$ cat config.mk
export PLATFORM = sky130hd
export DESIGN_NAME = pipelined_mux_tree
export DESIGN_NICKNAME = d
export VERILOG_FILES = /design/src/rtl/pipelined_mux_tree_pkg.sv /design/src/rtl/mux_tree_stage.sv /design/src/rtl/pipelined_mux_tree.sv
export SDC_FILE = /design/constraint.sdc
export NUM_CORES = 1
export LEC_CHECK = 0
export CAP_MARGIN = 5
export CELL_PAD_IN_SITES_DETAIL_PLACEMENT = 0
export CELL_PAD_IN_SITES_GLOBAL_PLACEMENT = 1
export CORE_MARGIN = 2
export CORE_UTILIZATION = 31
export CTS_BUF_LIST = sky130_fd_sc_hd__clkbuf_4 sky130_fd_sc_hd__clkbuf_8 sky130_fd_sc_hd__clkbuf_16
export DETAILED_ROUTE_END_ITERATION = 10
export MAX_ROUTING_LAYER = met4
export PLACE_DENSITY_LB_ADDON = 0.1
export SLEW_MARGIN = 30
export SYNTH_ARGS = -nofsm -noshare
export SYNTH_HDL_FRONTEND = slang
export SYNTH_SLANG_ARGS = --single-unit
$ cat constraint.sdc
create_clock -name clk -period 1.4 [get_ports clk]
set_input_delay 0.28 -clock clk [delete_from_list [all_inputs] [get_ports clk]]
set_output_delay 0.28 -clock clk [all_outputs]
set_load 0.02 [all_outputs]
$ cat src/rtl/pipelined_mux_tree_pkg.sv
// Shared sizing helpers for the pipelined mux tree and its stages.
package pipelined_mux_tree_pkg;

  // Number of bits needed to encode the value v (never less than 1).
  function automatic int log2(input int v);
    int n;
    n = 1;
    for (int i = 1; i < 31; i++) begin
      if ((v >> i) != 0) n = i + 1;
    end
    return n;
  endfunction

  function automatic int ceil_div(input int a, input int b);
    return (a + b - 1) / b;
  endfunction

  function automatic int sel_out_w(input int sel_in_w, input int levels);
    return (sel_in_w > levels) ? sel_in_w - levels : 1;
  endfunction

endpackage

$ cat src/rtl/mux_tree_stage.sv
// One pipeline slice of the mux tree: LEVELS 2:1 levels, then a register for
// the surviving nodes, the unconsumed select bits and the valid tag.
module mux_tree_stage
  import pipelined_mux_tree_pkg::*;
#(
  parameter int N_IN     = 4,
  parameter int DATA_W   = 1,
  parameter int LEVELS   = 1,
  parameter int SEL_IN_W = 2
) (
  input  logic                                  clk,
  input  logic                                  rst,
  input  logic                                  ena,
  input  logic [N_IN*DATA_W-1:0]                i_data,
  input  logic [SEL_IN_W-1:0]                   i_sel,
  input  logic                                  i_valid,
  output logic [(N_IN>>LEVELS)*DATA_W-1:0]      o_data,
  output logic [sel_out_w(SEL_IN_W,LEVELS)-1:0] o_sel,
  output logic                                  o_valid
);

  localparam int N_OUT     = N_IN >> LEVELS;
  localparam int SEL_OUT_W = sel_out_w(SEL_IN_W, LEVELS);

  logic [DATA_W-1:0]       w_node [N_IN];
  logic [N_OUT*DATA_W-1:0] w_dout;
  logic [SEL_OUT_W-1:0]    w_sout;

  logic [N_OUT*DATA_W-1:0] r_data_p;
  logic [SEL_OUT_W-1:0]    r_sel_p;
  logic                    r_vld_p;

  // Level l folds node pairs (2j, 2j+1) into node j, LSB select bit first.
  always_comb begin
    for (int j = 0; j < N_IN; j++) begin
      w_node[j] = i_data[j*DATA_W +: DATA_W];
    end
    for (int l = 0; l < LEVELS; l++) begin
      for (int j = 0; j < (N_IN >> (l + 1)); j++) begin
        w_node[j] = i_sel[l] ? w_node[2*j+1] : w_node[2*j];
      end
    end
    w_dout = '0;
    for (int j = 0; j < N_OUT; j++) begin
      w_dout[j*DATA_W +: DATA_W] = w_node[j];
    end
  end

  if (SEL_IN_W > LEVELS) begin : g_sel_pass
    assign w_sout = i_sel[SEL_IN_W-1:LEVELS];
  end else begin : g_sel_done
    assign w_sout = '0;
  end

  // ---- stage register boundary ----
  always_ff @(posedge clk) begin
    if (rst) begin
      r_data_p <= '0;
      r_sel_p  <= '0;
      r_vld_p  <= 1'b0;
    end else if (ena) begin
      r_data_p <= w_dout;
      r_sel_p  <= w_sout;
      r_vld_p  <= i_valid;
    end
  end

  assign o_data  = r_data_p;
  assign o_sel   = r_sel_p;
  assign o_valid = r_vld_p;

endmodule

$ cat src/rtl/pipelined_mux_tree.sv
// Pipelined WIDTH:1 lane selector: zero-padded binary tree, registered every
// LEVELS_PER_STAGE levels, with valid tagging and a global stall enable.
module pipelined_mux_tree
  import pipelined_mux_tree_pkg::*;
#(
  parameter int WIDTH            = 64,
  parameter int DATA_W           = 1,
  parameter int LEVELS_PER_STAGE = 2
) (
  input  logic                      clk,
  input  logic                      rst,
  input  logic                      ena,
  input  logic [WIDTH*DATA_W-1:0]   data,
  input  logic [log2(WIDTH-1)-1:0]  sel,
  input  logic                      in_valid,
  output logic [DATA_W-1:0]         out,
  output logic                      out_valid
);

  localparam int LOG_WIDTH = log2(WIDTH - 1);
  localparam int LATENCY   = ceil_div(LOG_WIDTH, LEVELS_PER_STAGE);
  localparam int N_PAD     = 1 << LOG_WIDTH;

  // Lanes beyond WIDTH read as zero, so out-of-range selects yield 0.
  logic [N_PAD*DATA_W-1:0] w_data_pad;
  assign w_data_pad = (N_PAD*DATA_W)'(data);

  for (genvar s = 0; s < LATENCY; s++) begin : g_stage
    localparam int LVL_BASE = s * LEVELS_PER_STAGE;
    localparam int LVLS     = ((LOG_WIDTH - LVL_BASE) < LEVELS_PER_STAGE) ?
                              (LOG_WIDTH - LVL_BASE) : LEVELS_PER_STAGE;
    localparam int NI       = N_PAD >> LVL_BASE;
    localparam int SI       = LOG_WIDTH - LVL_BASE;
    localparam int SO       = sel_out_w(SI, LVLS);

    logic [NI*DATA_W-1:0]          w_din;
    logic [SI-1:0]                 w_sin;
    logic                          w_vin;
    logic [(NI>>LVLS)*DATA_W-1:0]  w_dout;
    logic [SO-1:0]                 w_sout;
    logic                          w_vout;

    if (s == 0) begin : g_first
      assign w_din = w_data_pad;
      assign w_sin = sel;
      assign w_vin = in_valid;
    end else begin : g_chain
      assign w_din = g_stage[s-1].w_dout;
      assign w_sin = g_stage[s-1].w_sout;
      assign w_vin = g_stage[s-1].w_vout;
    end

    mux_tree_stage #(
      .N_IN     (NI),
      .DATA_W   (DATA_W),
      .LEVELS   (LVLS),
      .SEL_IN_W (SI)
    ) u_stage (
      .clk     (clk),
      .rst     (rst),
      .ena     (ena),
      .i_data  (w_din),
      .i_sel   (w_sin),
      .i_valid (w_vin),
      .o_data  (w_dout),
      .o_sel   (w_sout),
      .o_valid (w_vout)
    );
  end

  // The last stage consumes every select bit; its residual sel is a constant.
  logic w_unused_sel;
  assign w_unused_sel = ^g_stage[LATENCY-1].w_sout;

  assign out       = g_stage[LATENCY-1].w_dout;
  assign out_valid = g_stage[LATENCY-1].w_vout;

endmodule
==> results of run 1 <==
## flip-flops by register name, indices dropped and copies added (netlist names)
register                 cells
g_stage.u_stage.o_sel        6
g_stage.u_stage.o_valid      3
g_stage.u_stage.o_data      21
## tightest hold or removal path: cells and delay by family (launching register included)
family        cells  cell delay [ns]
flops             1             0.33
mux               1             0.06
simple gates      1             0.07
## through the flow
step	total power [mW]	setup WS, ns	setup TNS, ns	instance area, sq um
finish	2.16	0.0962	0	2690
global route	2.29	0.0552	0	2690
detailed placement	1.46	-0.350	-6.69	2590
global placement	1.45	-0.287	-5.76	2590
CTS	2.20	0.108	0	2690
floorplan	1.18	0.202	0	1710
## cell families (layout without fill, tap and decap cells)
group           after synthesis  count (layout)  synth area share [%]
mux                          51              51                  29.9
simple gates                 36              36                  15.6
flops                        30              30                  35.2
buf+inv                      15              97                  4.84
compound gates               21              21                  14.4
## Yosys cell counts (all sizes together)
cell type	count
mux2i	51
dfxtp	30
or3b	24
o221ai	21
buf	10
nor2	9
clkbuf	5
nand3b	3
## metal layers
layer | GRT usage, % | up-vias | routed length [um]
met5 | - | - | 0
li1 | - | 750 | -
met3 | 5.40 | 4 | 261
met2 | 27.0 | 47 | 2210
met4 | 4.04 | 0 | 35
met1 | 19.9 | 691 | 2030
## report_power, final
| part | switching (mW) | leakage [nW] | internal [mW] |
|---|---|---|---|
| Combinational | 0.168 | 0.777 | 0.328 |
| Sequential | 0.0335 | 0.246 | 0.909 |
| Clock | 0.311 | 0.0517 | 0.415 |
## cell type report
type	instances	share of cell area, %
Multi-Input combinational cell	108	38.0
Timing Repair Buffer	89	32.8
Sequential cell	30	22.3
Clock buffer	7	3.34
Tap cell	72	3.34
Clock inverter	1	0.186
## repair_timing
action / CTS / global route
setup buffers: 0 / 0
gates resized for setup: 5 / 0
hold endpoints to repair: 0 / 0
setup endpoints to repair: 10 / 0
## final timing paths
path                            slack, ns                                        end
worst min-delay path                 0.49   g_stage[0].u_stage.o_sel[3]$_SDFFE_PP0P_
worst min register to register       0.49   g_stage[0].u_stage.o_sel[3]$_SDFFE_PP0P_
worst max register to register       0.18  g_stage[1].u_stage.o_data[2]$_SDFFE_PP0P_
worst max-delay path                  0.1  g_stage[0].u_stage.o_data[1]$_SDFFE_PP0P_
==> results.cfg, run 1 <==
[status]
outcome = finished clean

[sta]
slew_headroom_pct = 63.6
grt_setup_unrepaired = no
holdWs_ns = 0.495
fin_crit_sh_pct = 93.1
timing.final.max_slew_violations = 0
hold_violations = 0
skew_ns = 0.00746
setup_viol = 0
period_needed_ns = 1.30
max_freq_ghz = 0.767
tightest_slew_ns = 0.545

[drt]
via_per_inst = 4.86
wl_per_cell_um = 14.8
drc_errors = 0
drt-total-wl_um = 4530
ant_nets = 0
detailroute.via_count = 1492
first_pass_iters = 4
drtIter0Drc = 58

[floorplanning]
start_util_pct = 31.6
chipHeight_um = 78.2
core-area_sq_um = 5410
rows = 27
die_x_um = 78.2
ioPinCount = 76
die-area_sq_um = 6110

[setup_path]
worstPathMaxFanout = 16
r2r-start = g_stage[0].u_stage.o_sel[1]$_SDFFE_PP0P_
cp-end-kind = flop
path_class = input port to flop
path_cells = clkdlybuf4s50_1, or3b_1, buf_12, o221ai_1
crit_start = sel[1]
crit_required_ns = 1.58
crit_family = buffers and inverters
reg2regPathDepth = 2
slowest_stage = or3b_1
max_stage_delay_ns = 0.43
worst_ep_arrival_time_ns = 1.49
critical_path_cell_count = 4
crit_buf_inv = 2
start_kind = input port

[final_layout]
seqCellArea_sq_um = 601
nets = 308
diodes = 0
syn_to_final_growth_pct = 57.8
nFillCells = 497
multi_input_area_sq_um = 1020
final_util_pct = 49.8
final_common_cell = clkdlybuf4s50_1
final_cell_mix = clkdlybuf4s50_1 (70), mux2i_1 (51), dfxtp_1 (30)
stdcell_count = 307
drive_gt1_share_pct = 23.8

[clocking]
cts.hold.buffers_added = 0
clock_sinks = 30
clock_latency_ns = 0.28
htree_num_levels = 2
cts_root_buf = clkbuf_8
ctsLongestPathBuffers = 2
clkTransAtPathRegs_ns = 0.06
cts_tree = done
cts_buffers = 5

[global_route]
grt_start_max_net_pins = 33
grt_pass1_wl_um = 7870
antenna_found_initial = 0
track_usage_pct = 16.6
overflow = 0
grt_pass1_vias = 1640

[logic_synthesis]
synth_warnings = 0
syn_area_per_cell_sq_um = 11.2
yosysTopAreaCellShare_pct = 35.2
syn_nets = 227
synthCells = 153
ys_ff_latch = 30
synth_cell_type_count = 12
netlist_area_sq_um = 1710
synth_area_leaders = dfxtp_1 (35%), mux2i_1 (30%), or3b_2 (12%)
synth-seq-area-share_pct = 35.2
synth.largest_area_cell = dfxtp_1

[power]
peakVddDrop_mv = 0.381
p_per_area_nw_per_um2 = 804
leakage_nw = 1.07

[worst_hold_path]
hold_depth = 2
hold_class = flop to flop
hold_start = g_stage[0].u_stage.o_sel[3]$_SDFFE_PP0P_

[run]
cap_violations = 0

[placed_design]
dpl.cell_count = 298
gp_congestion = 0.791
portBuffers = 75
post-dp-hpwl_um = 3380
Power figures use the tool's default switching activity.
==> inputs of run 2 (changes only) <==
--- a/config.mk
+++ b/config.mk
@@ -17,4 +17,5 @@
 export SLEW_MARGIN = 30
 export SYNTH_ARGS = -nofsm -noshare
 export SYNTH_HDL_FRONTEND = slang
+export SYNTH_HIERARCHICAL = 1
 export SYNTH_SLANG_ARGS = --single-unit
==> run 2 against run 1 <==
Fmax up 1.0%. Synthesized cell count shrank 1.3%. Combinational power is 3% higher. Clock power grew 19%. Critical path type unchanged. Synthesized area stayed put.
==> results.cfg, run 2 <==
[floorplanning]
die-area_sq_um = 6110
rows = 27
ioPinCount = 76
start_util_pct = 31.6
die_x_um = 78.2
core-area_sq_um = 5410
chipHeight_um = 78.2

[clocking]
cts.hold.buffers_added = 0
clock_sinks = 30
cts_tree = done
cts_root_buf = clkbuf_8
htree_num_levels = 2
clkTransAtPathRegs_ns = 0.06
ctsLongestPathBuffers = 2
cts_buffers = 5
clock_latency_ns = 0.27

[global_route]
track_usage_pct = 16.1
grt_pass1_wl_um = 7750
antenna_found_initial = 0
grt_start_max_net_pins = 33
grt_pass1_vias = 1692
overflow = 0

[logic_synthesis]
syn_nets = 225
netlist_area_sq_um = 1710
syn_area_per_cell_sq_um = 11.3
synthCells = 151
synth_warnings = 6

[power]
leakage_nw = 1.09
p_per_area_nw_per_um2 = 846
peakVddDrop_mv = 0.472

[setup_path]
cp-end-kind = flop
r2r_slack_ns = 0.31
path_class = input port to flop
crit_required_ns = 1.58
worstPathMaxFanout = 16
reg2regPathDepth = 3
start_kind = input port
worst_ep_arrival_time_ns = 1.47

[drt]
drtIter0Drc = 42
ant_nets = 0
via_per_inst = 4.86
drc_errors = 0
wl_per_cell_um = 14.9
drt-total-wl_um = 4540
first_pass_iters = 4
detailroute.via_count = 1481

[final_layout]
final_area_sq_um = 2730
nets = 306
largest_reg_flops = 21
nFillCells = 494
diodes = 0
final_common_cell = clkdlybuf4s50_1
syn_to_final_growth_pct = 60.2
final_cell_mix = clkdlybuf4s50_1 (70), mux2i_1 (51), dfxtp_1 (30)
drive_gt1_share_pct = 24.0

[status]
outcome = finished clean

[sta]
hold_violations = 0
holdWs_ns = 0.434
timing.final.max_slew_violations = 0
grt_setup_unrepaired = no
tightest_slew_ns = 0.251
fin_crit_sh_pct = 92.2
skew_ns = 0.00459
slew_headroom_pct = 82.8
period_needed_ns = 1.29
max_freq_ghz = 0.775
setup_viol = 0

[placed_design]
portBuffers = 75
dpl_cell_area_sq_um = 2610
post-dp-hpwl_um = 3550
gp_congestion = 0.754

[worst_hold_path]
hold_depth = 3
hold_class = input port to flop

[run]
cap_violations = 0
run 2: through the flow:
step / setup WS (ns) / std cells / power (mW) / utilization, % / TNS, ns
final: 0.109 / 305 / 2.31 / 50.6 / 0
after global routing: 0.0410 / 305 / 2.42 / 50.6 / 0
after CTS: 0.0204 / 305 / 2.34 / 50.3 / 0
after detailed placement: -0.303 / 297 / 1.47 / 48.2 / -5.76
after global placement: -0.255 / 297 / 1.45 / 48.2 / -4.93
after floorplan: 0.261 / 151 / 1.18 / - / 0
run 2: worst max-delay path, stage by stage:
cell and delay (ns):
clkdlybuf4s50_1 0.42, or3b_1 0.43, buf_12 0.18, o221ai_1 0.16
run 2: layer usage:
layer	GRT usage (%)	share of wire, %	routed length [um]	up-vias
met4	3.16	0.86	39	0
met2	28.8	52	2350	42
li1	-	-	-	747
met3	3.56	4.5	203	5
met1	18.6	43	1950	687
met5	-	0	0	-
run 2: area by class of cell:
cell class	instances	area [sq um]	area share, %
Clock inverter	1	30.0	1.10
Tap cell	72	90.1	3.30
Timing Repair Buffer	87	885	32.4
Clock buffer	7	83.8	3.07
Multi-Input combinational cell	108	1040	38.2
Sequential cell	30	601	22.0
run 2: timing repair:
action / in CTS / in global routing
endpoints found under the setup margin: 6 / 6
gates resized for setup: 4 / 3
pin swaps: 0 / 2
buffers inserted: 0 / 0
run 2: where the power goes:
group / total (mW) / switching, mW / internal [mW] / leakage [nW]
combinational: 0.511 / 0.179 / 0.332 / 0.783
sequential: 0.936 / 0.0273 / 0.909 / 0.246
clock: 0.866 / 0.296 / 0.570 / 0.0593
run 2: final timing paths:
path | to | start
worst max-delay path | g_stage[0].u_stage/o_data[4]$_SDFFE_PP0P_ | sel[0]
worst min-delay path | g_stage[0].u_stage/o_valid$_SDFFE_PP0P_ | rst
worst max register to register | g_stage[1].u_stage/o_data[2]$_SDFFE_PP0P_ | g_stage[0].u_stage/o_sel[1]$_SDFFE_PP0P_
worst min register to register | g_stage[1].u_stage/o_valid$_SDFFE_PP0P_ | g_stage[1].u_stage/o_valid$_SDFFE_PP0P_
==> inputs of run 3 (changes only) <==
--- a/config.mk
+++ b/config.mk
@@ -5,12 +5,14 @@
 export SDC_FILE = /design/constraint.sdc
 export NUM_CORES = 1
 export LEC_CHECK = 0
+export ABC_AREA = 1
 export CAP_MARGIN = 5
 export CELL_PAD_IN_SITES_DETAIL_PLACEMENT = 0
 export CELL_PAD_IN_SITES_GLOBAL_PLACEMENT = 1
 export CORE_MARGIN = 2
-export CORE_UTILIZATION = 31
+export CORE_UTILIZATION = 29
 export CTS_BUF_LIST = sky130_fd_sc_hd__clkbuf_4 sky130_fd_sc_hd__clkbuf_8 sky130_fd_sc_hd__clkbuf_16
+export CTS_CLUSTER_DIAMETER = 120
 export DETAILED_ROUTE_END_ITERATION = 10
 export MAX_ROUTING_LAYER = met4
 export PLACE_DENSITY_LB_ADDON = 0.1
==> run 3 against run 2 <==
Core utilization fell by 5.1 points. Clock power fell by 16%. Die area rose by 13%. Highest routed layer unchanged. Largest cell class unchanged. Synthesized cell count rose by 81%. Synthesized area rose by 6.4%. Fmax rose by 5.5%. Design area fell by 0.37%. Critical path type unchanged. Total power fell by 2.2%.
==> results.cfg, run 3 <==
[status]
outcome = finished clean

[logic_synthesis]
syn_area_per_cell_sq_um = 6.65
netlist_area_sq_um = 1820
synthCells = 273
synth_warnings = 6
syn_nets = 347

[drt]
drt-total-wl_um = 4630
wl_per_cell_um = 10.9
drtIter0Drc = 71
first_pass_iters = 4
ant_nets = 0
detailroute.via_count = 1875
via_per_inst = 4.43
drc_errors = 0

[sta]
holdWs_ns = 0.370
fin_crit_sh_pct = 87.4
skew_ns = 0.00290
hold_violations = 0
period_needed_ns = 1.22
tightest_slew_ns = 0.469
setup_ws_ns = 0.177
setup_viol = 0
slew_headroom_pct = 68.7
grt_setup_unrepaired = no
max_freq_ghz = 0.817
timing.final.max_slew_violations = 0

[global_route]
grt_start_max_net_pins = 33
track_usage_pct = 14.2
grt_pass1_vias = 1807
grt_pass1_wl_um = 7960
antenna_found_initial = 0
overflow = 0

[floorplanning]
core-area_sq_um = 5990
chipHeight_um = 83.1
start_util_pct = 30.3
ioPinCount = 76
die_x_um = 83.1
rows = 28
die-area_sq_um = 6910

[power]
combPwrFrac_pct = 25.5
netSwitchingPower_mw = 0.604
switching_share_pct = 26.7
internal-power_mw = 1.66
clock_power_share_pct = 32.1
leakage_nw = 1.15
peakVddDrop_mv = 0.629
p_seq_share_pct = 42.4
p_per_area_nw_per_um2 = 831

[clocking]
clock_latency_ns = 0.28
cts_setup_buffers = 0
cts_buffers = 5
ctsLongestPathBuffers = 2
clkTransAtPathRegs_ns = 0.06
htree_num_levels = 2
cts_tree = done
clock_sinks = 30
cts_root_buf = clkbuf_8

[setup_path]
worst_ep_arrival_time_ns = 1.38
cp-end-kind = flop
crit_required_ns = 1.56
r2r-start = g_stage[0].u_stage/o_sel[0]$_SDFFE_PP0P_
worstPathMaxFanout = 21
reg2regPathDepth = 5
start_kind = input port
r2r_slack_ns = 0.33
timing.rr.end = g_stage[1].u_stage/o_data[0]$_SDFFE_PP0P_
path_class = input port to flop
crit_start = rst

[placed_design]
gp_congestion = 0.762
dpl.cell_count = 415
pre_cts_ws_ns = -0.166
portBuffers = 75
post-dp-hpwl_um = 3540

[final_layout]
largest_reg_flops = 21
diodes = 0
final_util_pct = 45.5
drive_gt1_share_pct = 12.6
final_cell_mix = nand2_1 (105), clkdlybuf4s50_1 (72), nand3_1 (42)
nFillCells = 626
nets = 421
final_common_cell = nand2_1
stdcell_count = 423
syn_to_final_growth_pct = 50.0

[worst_hold_path]
hold_depth = 3
hold_start = ena
hold-path-endpoint = g_stage[0].u_stage/o_sel[3]$_SDFFE_PP0P_
hold_class = input port to flop

[run]
cap_violations = 0
## run 3: power groups by stage
stage	Clock (mW)	Combinational (mW)	Sequential, mW
floorplan	0	0.317	0.966
global placement	0	0.584	0.980
detailed placement	0	0.585	0.978
CTS	0.759	0.584	0.959
global route	0.792	0.647	0.968
finish	0.727	0.576	0.959
## run 3: through the flow
step / instance area, sq um / total power, mW / TNS, ns
4_1_cts: 2720 / 2.30 / 0
3_3_place_gp: 2630 / 1.56 / -2.81
2_1_floorplan: 1820 / 1.28 / 0
6_report: 2720 / 2.26 / 0
5_1_grt: 2720 / 2.41 / 0
3_5_place_dp: 2630 / 1.56 / -2.81
## run 3: worst max path at each step
stage | to | cells past startpoint | slack (ns)
after floorplan | g_stage[0].u_stage/o_data[0]$_SDFFE_PP0P_ | 6 | 0.46
after global placement | g_stage[0].u_stage/o_data[11]$_SDFFE_PP0P_ | 4 | -0.15
after detailed placement | g_stage[0].u_stage/o_data[13]$_SDFFE_PP0P_ | 4 | -0.17
after CTS | g_stage[0].u_stage/o_data[13]$_SDFFE_PP0P_ | 4 | 0.12
after global routing | g_stage[0].u_stage/o_data[13]$_SDFFE_PP0P_ | 4 | 0.06
final | g_stage[0].u_stage/o_data[13]$_SDFFE_PP0P_ | 4 | 0.18
## run 3: routing by layer
layer  routed length [um]  GRT usage, %
met1                 2420          19.0
met2                 1900          21.0
met3                  268          3.48
met4                   47          4.92
met5                    0             -
## run 3: layout make-up
class	count	area (sq um)	area share (%)
timing repair buffer	85	868	31.9
tap	75	93.8	3.45
inverter	10	56.3	2.07
clock inverter	1	5.00	0.184
clock buffer	7	90.1	3.31
multi-input combinational	215	1010	37.1
sequential	30	601	22.0
## run 3: what timing repair did
item / CTS / global route
hold endpoints to repair: 0 / 0
hold buffers: 0 / 0
gates resized for setup: 2 / 1
pin swaps: 0 / 0
endpoints found under the setup margin: 2 / 1
## run 3: critical path, cell delays in order
cell	delay, ns
clkdlybuf4s50_1	0.53
clkinvlp_4	0.31
o21ai_0	0.22
a21oi_2	0.04
